### config.mk
export PLATFORM = sky130hd
export DESIGN_NAME = ram8_burst_reader
export DESIGN_NICKNAME = d
export VERILOG_FILES = /design/src/rtl/ram8_burst_reader.sv
export SDC_FILE = /design/constraint.sdc
export NUM_CORES = 1
export LEC_CHECK = 0
export ABC_AREA = 1
export BUFFER_PORTS_ARGS = -buffer_cell sky130_fd_sc_hd__buf_2
export CAP_MARGIN = 20
export CORE_ASPECT_RATIO = 1.75
export CORE_MARGIN = 5
export CORE_UTILIZATION = 47
export DETAILED_ROUTE_END_ITERATION = 10
export PLACE_DENSITY = 0.87
export SLEW_MARGIN = 20
export SYNTH_ARGS = -nofsm -noshare
export SYNTH_HDL_FRONTEND = slang
export SYNTH_SLANG_ARGS = --single-unit
export TNS_END_PERCENT = 100
### constraint.sdc
create_clock -name clk -period 1.4 [get_ports clk]
set_input_delay 0.14 -clock clk [delete_from_list [all_inputs] [get_ports clk]]
set_output_delay 0.14 -clock clk [all_outputs]
set_load 0.05 [all_outputs]
### src/rtl/ram8_burst_reader.sv
// Burst read initiator for the RAM8 word store: walks consecutive addresses and streams each word over valid/ready.
// Optional RD_CHECKSUM_EN adds out_sum, a running modulo-2**DATA_W sum of the accepted words.
module ram8_burst_reader #(
  parameter int DATA_W = 16,
  parameter int ADDR_W = 3
) (
  input  logic              clk,
  input  logic              rst_n,
  input  logic              start,
  input  logic [ADDR_W-1:0] start_addr,
  input  logic [ADDR_W:0]   len,
  output logic [ADDR_W-1:0] mem_addr,
  input  logic [DATA_W-1:0] mem_data,
  output logic [DATA_W-1:0] out_data,
  output logic              out_valid,
  input  logic              out_ready,
  output logic              busy,
`ifdef RD_CHECKSUM_EN
  output logic [DATA_W-1:0] out_sum,
`endif
  output logic              done
);

  typedef enum logic [1:0] {
    S_IDLE,
    S_FETCH,
    S_HOLD,
    S_DONE
  } state_t;

  // Largest legal burst is one full pass over the address space.
  localparam logic [ADDR_W:0]   MAX_LEN  = {1'b1, {ADDR_W{1'b0}}};
  localparam logic [ADDR_W:0]   LEN_ONE  = {{ADDR_W{1'b0}}, 1'b1};
  localparam logic [ADDR_W-1:0] ADDR_ONE = {{(ADDR_W-1){1'b0}}, 1'b1};

  state_t              state_reg, state_next;
  logic [ADDR_W-1:0]   mem_addr_reg, mem_addr_next;
  logic [DATA_W-1:0]   out_data_reg, out_data_next;
  logic                out_valid_reg, out_valid_next;
  logic [ADDR_W:0]     remaining_reg, remaining_next;
  logic                handshake;
  logic                burst_start;
`ifdef RD_CHECKSUM_EN
  logic [DATA_W-1:0]   out_sum_reg, out_sum_next;
`endif

  always_ff @(posedge clk or negedge rst_n) begin
    if (!rst_n) begin
      state_reg     <= S_IDLE;
      mem_addr_reg  <= '0;
      out_data_reg  <= '0;
      out_valid_reg <= 1'b0;
      remaining_reg <= '0;
`ifdef RD_CHECKSUM_EN
      out_sum_reg   <= '0;
`endif
    end else begin
      state_reg     <= state_next;
      mem_addr_reg  <= mem_addr_next;
      out_data_reg  <= out_data_next;
      out_valid_reg <= out_valid_next;
      remaining_reg <= remaining_next;
`ifdef RD_CHECKSUM_EN
      out_sum_reg   <= out_sum_next;
`endif
    end
  end

  assign handshake   = out_valid_reg & out_ready;
  assign burst_start = (state_reg == S_IDLE) && start && (len != '0);

  always_comb begin
    state_next     = state_reg;
    mem_addr_next  = mem_addr_reg;
    out_data_next  = out_data_reg;
    out_valid_next = out_valid_reg;
    remaining_next = remaining_reg;
    case (state_reg)
      S_IDLE: begin
        if (burst_start) begin
          mem_addr_next  = start_addr;
          remaining_next = (len > MAX_LEN) ? MAX_LEN : len;
          state_next     = S_FETCH;
        end
      end
      S_FETCH: begin
        // RAM8 read is combinational, so the word for mem_addr_reg is already present.
        out_data_next  = mem_data;
        out_valid_next = 1'b1;
        state_next     = S_HOLD;
      end
      S_HOLD: begin
        if (handshake) begin
          out_valid_next = 1'b0;
          if (remaining_reg == LEN_ONE) begin
            state_next = S_DONE;
          end else begin
            remaining_next = remaining_reg - LEN_ONE;
            mem_addr_next  = mem_addr_reg + ADDR_ONE;
            state_next     = S_FETCH;
          end
        end
      end
      S_DONE: begin
        state_next = S_IDLE;
      end
      default: begin
        state_next = S_IDLE;
      end
    endcase
  end

`ifdef RD_CHECKSUM_EN
  always_comb begin
    out_sum_next = out_sum_reg;
    if (burst_start) begin
      out_sum_next = '0;
    end else if (state_reg == S_HOLD && handshake) begin
      out_sum_next = out_sum_reg + out_data_reg;
    end
  end

  assign out_sum = out_sum_reg;
`endif

  assign mem_addr  = mem_addr_reg;
  assign out_data  = out_data_reg;
  assign out_valid = out_valid_reg;
  assign busy      = (state_reg != S_IDLE);
  assign done      = (state_reg == S_DONE);

endmodule
Word level (Yosys, flattened, before mapping)
Cells that the tools add are included.
Operators by class
  add/subtract/negate cells: 2
  magnitude comparators: 1
  eq/ne operators: 7
  mux-type cells: 15
  bitwise gates (word level): 1
  reductions and logical operators: 10
Operator list (count)
  2-to-1 mux 4 bit: 4
  2-to-1 mux 3 bit: 3
  one-hot mux 2 bit (4 select lines): 1
  one-hot mux 4 bit (2 select lines): 1
  2-to-1 mux 2 bit: 3
  != test 2 bit, second input constant: 3
  one-hot mux 3 bit (2 select lines): 1
  nonzero test 2 bit: 3
  equality test 2 bit, second input constant: 2
  equality test 4 x 1 -> 1 bit, second input constant: 1
  > comparator 4 bit, second input constant: 1
  AND reduction 2 bit: 2
  AND reduction 4 bit: 1
  nonzero test 4 bit: 1
  subtractor 4 x 1 -> 4 bit, second input constant: 1
  adder 3 x 1 -> 3 bit, second input constant: 1
  equality test 2 x 1 -> 1 bit, second input constant: 1
  logical AND 1 bit: 2
  zero test 2 bit: 1
  one-hot mux 1 bit (2 select lines): 1
  bitwise AND 1 bit: 1
  2-to-1 mux 1 bit: 1
Storage, ports and cells
  register bits after elaboration: 26
  input bits: 27
  output and inout bits: 22
  word-level logic and storage cells: 41

Logic depth before layout (Yosys ltp)
  word-level depth: 5
  gate-level depth with buffers: 7
  gate-level depth less buffers: 7

Worst setup path before layout
OpenSTA, ideal clock, no wires.
  path type: register to register
  from: reg mem_addr_reg[0], in the netlist mem_addr[0]
  to: reg mem_addr_reg[2], in the netlist mem_addr[2]
  library setup time: 66 ps
  data arrival time: 1256 ps
  data required time: 1334 ps
  slack: 78 ps
  cell stages (with the launch flop): 6
  buffers on the path: 0
  period minus slack after synthesis: 1322 ps
  cells stage by stage: dfrtp_1 ha_1 xnor2_1 o21ai_0 nand3_1 nand2_1
On the way
  word-level cells in the longest chain between the ends: 4
RTL lines
  start: declaration: RTL line 37  | logic [ADDR_W-1:0] mem_addr_reg, mem_addr_next;
  start signal: assignment: RTL line 59  | mem_addr_reg <= mem_addr_next;
  adder 3 x 1 -> 3 bit: RTL line 99  | mem_addr_next = mem_addr_reg + ADDR_ONE;
  2-to-1 mux 3 bit: RTL line 95  | if (remaining_reg == LEN_ONE) begin
  2-to-1 mux 3 bit: RTL line 93  | if (handshake) begin
  one-hot mux 3 bit (2 select lines): RTL line 78  | case (state_reg)
Every way passes these cells. The select of a mux whose other input is x is not followed.
A chain may end at the register's enable or synchronous reset.

Worst setup path after layout
  from: reg state_reg[1]
  to: out busy
On the way
  word-level cells in the longest chain between the ends: 1
RTL lines
  start: declaration: RTL line 36  | state_t state_reg, state_next;
  start signal: assignment: RTL line 58  | state_reg <= state_next;
  nonzero test 2 bit: RTL line 129  | assign busy = (state_reg != S_IDLE);
  end: declaration: RTL line 17  | output logic busy,
Every way passes these cells.

==> results.json <==
{
  "synth_compound_area_frac": 0.0308,
  "grt.total_usage": 0.145,
  "critPathKind": "register to output port",
  "hp-class": "input pin to register",
  "dpl-instance-area_sq_mm": 0.00152,
  "final_hold_viol_count": 0,
  "clock-root-buffer": "clkbuf_8",
  "syn2layout_area_growth_pct": 26.8,
  "yosysWarnings": 0,
  "slew_headroom": 0.625,
  "clk_path_buf_depth": 2,
  "synth_top_area_cell": "dfrtp_1",
  "drt_wl_total_um": 2630,
  "maxCapViolCount": 0,
  "finalCriticalPeriod_ns": 1.36,
  "numClockSinks": 26,
  "vias_per_cell": 4.72,
  "numCtsBuffers": 3,
  "clkSlewWorstSetupHoldPaths_ns": 0.08,
  "vias": 1091,
  "final_area_sq_mm": 0.00159,
  "power_density_mw_per_mm2": 750,
  "synthAdderAreaFrac": 0.0299,
  "ff2ff_path_depth": 6,
  "drv_slew": 0,
  "rows": 24,
  "grt_pass1_wl_um": 4600,
  "fin_tns_setup_ns": 0,
  "hp-start": "mem_data[12]",
  "holdPathStages": 3,
  "synthTopCellsByArea": "dfrtp_1 52%, nand2_1 23%, nand3_1 5.2%",
  "mostFrequentLayoutCells": "78 x nand2_1, 48 x buf_2, 25 x dfrtp_1",
  "reg2reg_to": "remaining_reg[3]",
  "dp_hpwl_um": 2150,
  "cp_max_fo": 5,
  "start_util": 0.499,
  "synth-simple-area-share": 0.358,
  "r2r_start": "state_reg[1]",
  "cts_setup_buffers": 0,
  "fill_cells": 239,
  "die_h_um": 78.4,
  "syn_nets": 184,
  "finalSetupViolations": 0,
  "status": "completed",
  "start_kind": "register",
  "synth_top_area_frac": 0.517,
  "required_ns": 1.26,
  "arrival_ns": 1.22,
  "drt_iter0_drc": 11,
  "min_to": "out_data[12]",
  "synth_seq_cells": 26,
  "die_w_um": 49.1,
  "firstDrtPassIters": 4,
  "syn_inst": 154,
  "num-nets-final": 237,
  "portBuffers": 48,
  "antenna_cells": 0,
  "drive_gt1_frac": 0.317,
  "largest_reg_flops": 16,
  "clk_latency_ns": 0.26,
  "dieArea_sq_mm": 0.00385,
  "layout_commonest_cell": "nand2_1",
  "antenna_found_initial": 0,
  "ir_drop_uv": 601,
  "synth_top_family_by_area": "simple AND/OR/NAND/NOR gates",
  "finalClockSkew_ns": 0.00324,
  "cts-htree-levels": 1,
  "grt_max_degree": 27,
  "fmax_mhz": 734,
  "ant_nets": 0,
  "avgSynthCellArea_sq_um": 8.17,
  "synth_cell_types": 19,
  "cts_tree": "yes",
  "reg2reg_setup_slack_ns": 0.12,
  "wl_per_cell_um": 11.4,
  "worst_pin_slew_ns": 0.562,
  "grt-ovfl-total": 0,
  "synthXorXnorAreaFrac": 0.0139,
  "rsz0062_at_grt": "true",
  "drc": 0,
  "timing.final.crit_share": 0.973,
  "endpoint_kind": "output port",
  "syn-cell-area_sq_mm": 0.00126,
  "yosysSeqAreaShare": 0.517,
  "core_sq_mm": 0.00252,
  "p_leak_nw": 0.825,
  "globalplace.congestion": 0.776,
  "ios": 49,
  "grt_pass1_vias": 1087,
  "synth.mux.area_fraction": 0
}
synthesized netlist by cell type (all sizes together):
library cell  number
nand2             79
dfrtp             26
nand3             14
inv               11
nor2               7
o21ai              6
buf                3
ha                 3
xnor2              2
a21oi              1
nand3b             1
nor3               1
worst max-delay path, cell delays in order, from the launching register on:
cell,delay (ns)
dfrtp_1,0.48
nor2_2,0.22
inv_1,0.06
buf_2,0.21
worst max-delay path by stage:
stage                 startpoint                to  slack (ns)  cells past startpoint
floorplan            mem_addr[0]       mem_addr[2]        0.08                      5
global placement    state_reg[0]       mem_addr[0]        0.06                      7
detailed placement  state_reg[0]       mem_addr[0]        0.05                      7
CTS                 state_reg[0]  remaining_reg[3]        0.02                      7
global route        state_reg[1]              busy       -0.04                      3
finish              state_reg[1]              busy        0.04                      3
kinds of logic after synthesis:
logic type,Yosys count
and+or+nand+nor,102
DFF,26
buffers and inverters,14
AOI/OAI and AO/OA,7
adders and majority gates,3
xor gates and xnor gates,2
routing by layer:
metal  global-route usage  routed length [um]  vias up
li1                     -                   -      579
met2                0.255                1320       41
met1                0.170                1090      469
met4               0.0485                  16        0
met3               0.0341                 211        2
met5                    0                   0        -
stage by stage:
stage                util  cells  hold slack [ns]  power, W  setup WS, ns
finish              0.632    231           0.0769   0.00120        0.0383
global route        0.632    231           0.0819   0.00126       -0.0397
CTS                 0.625    231           0.0706   0.00121        0.0194
detailed placement  0.604    227            0.163  0.000821        0.0454
global placement    0.604    227            0.155  0.000821        0.0611
floorplan               -    154           -0.156  0.000770        0.0781
where the power goes:
| group | leakage [nW] | switching [W] | total, W | internal (W) |
|---|---|---|---|---|
| clock network | 0.0216 | 0.000196 | 0.000388 | 0.000192 |
| logic | 0.531 | 0.0000290 | 0.0000579 | 0.0000289 |
| registers | 0.273 | 0 | 0.000750 | 0.000750 |
| total | 0.825 | 0.000225 | 0.00120 | 0.000971 |
what timing repair did:
action | 4_1_cts | 5_1_grt
hold buffers | 1 | 0
resized for setup | 0 | 5
endpoints found under the hold margin | 26 | 0
setup endpoints to repair | 0 | 8
final cells by class:
type                       count  area [sq um]  share of cell area
tap                           26          32.5              0.0204
sequential                    26           652               0.409
clock buffer                   3          41.3              0.0259
multi-input combinational    114           559               0.351
timing repair buffer          51           265               0.166
inverter                      11          43.8              0.0275
Note: power is estimated with default switching activity, not from simulation.
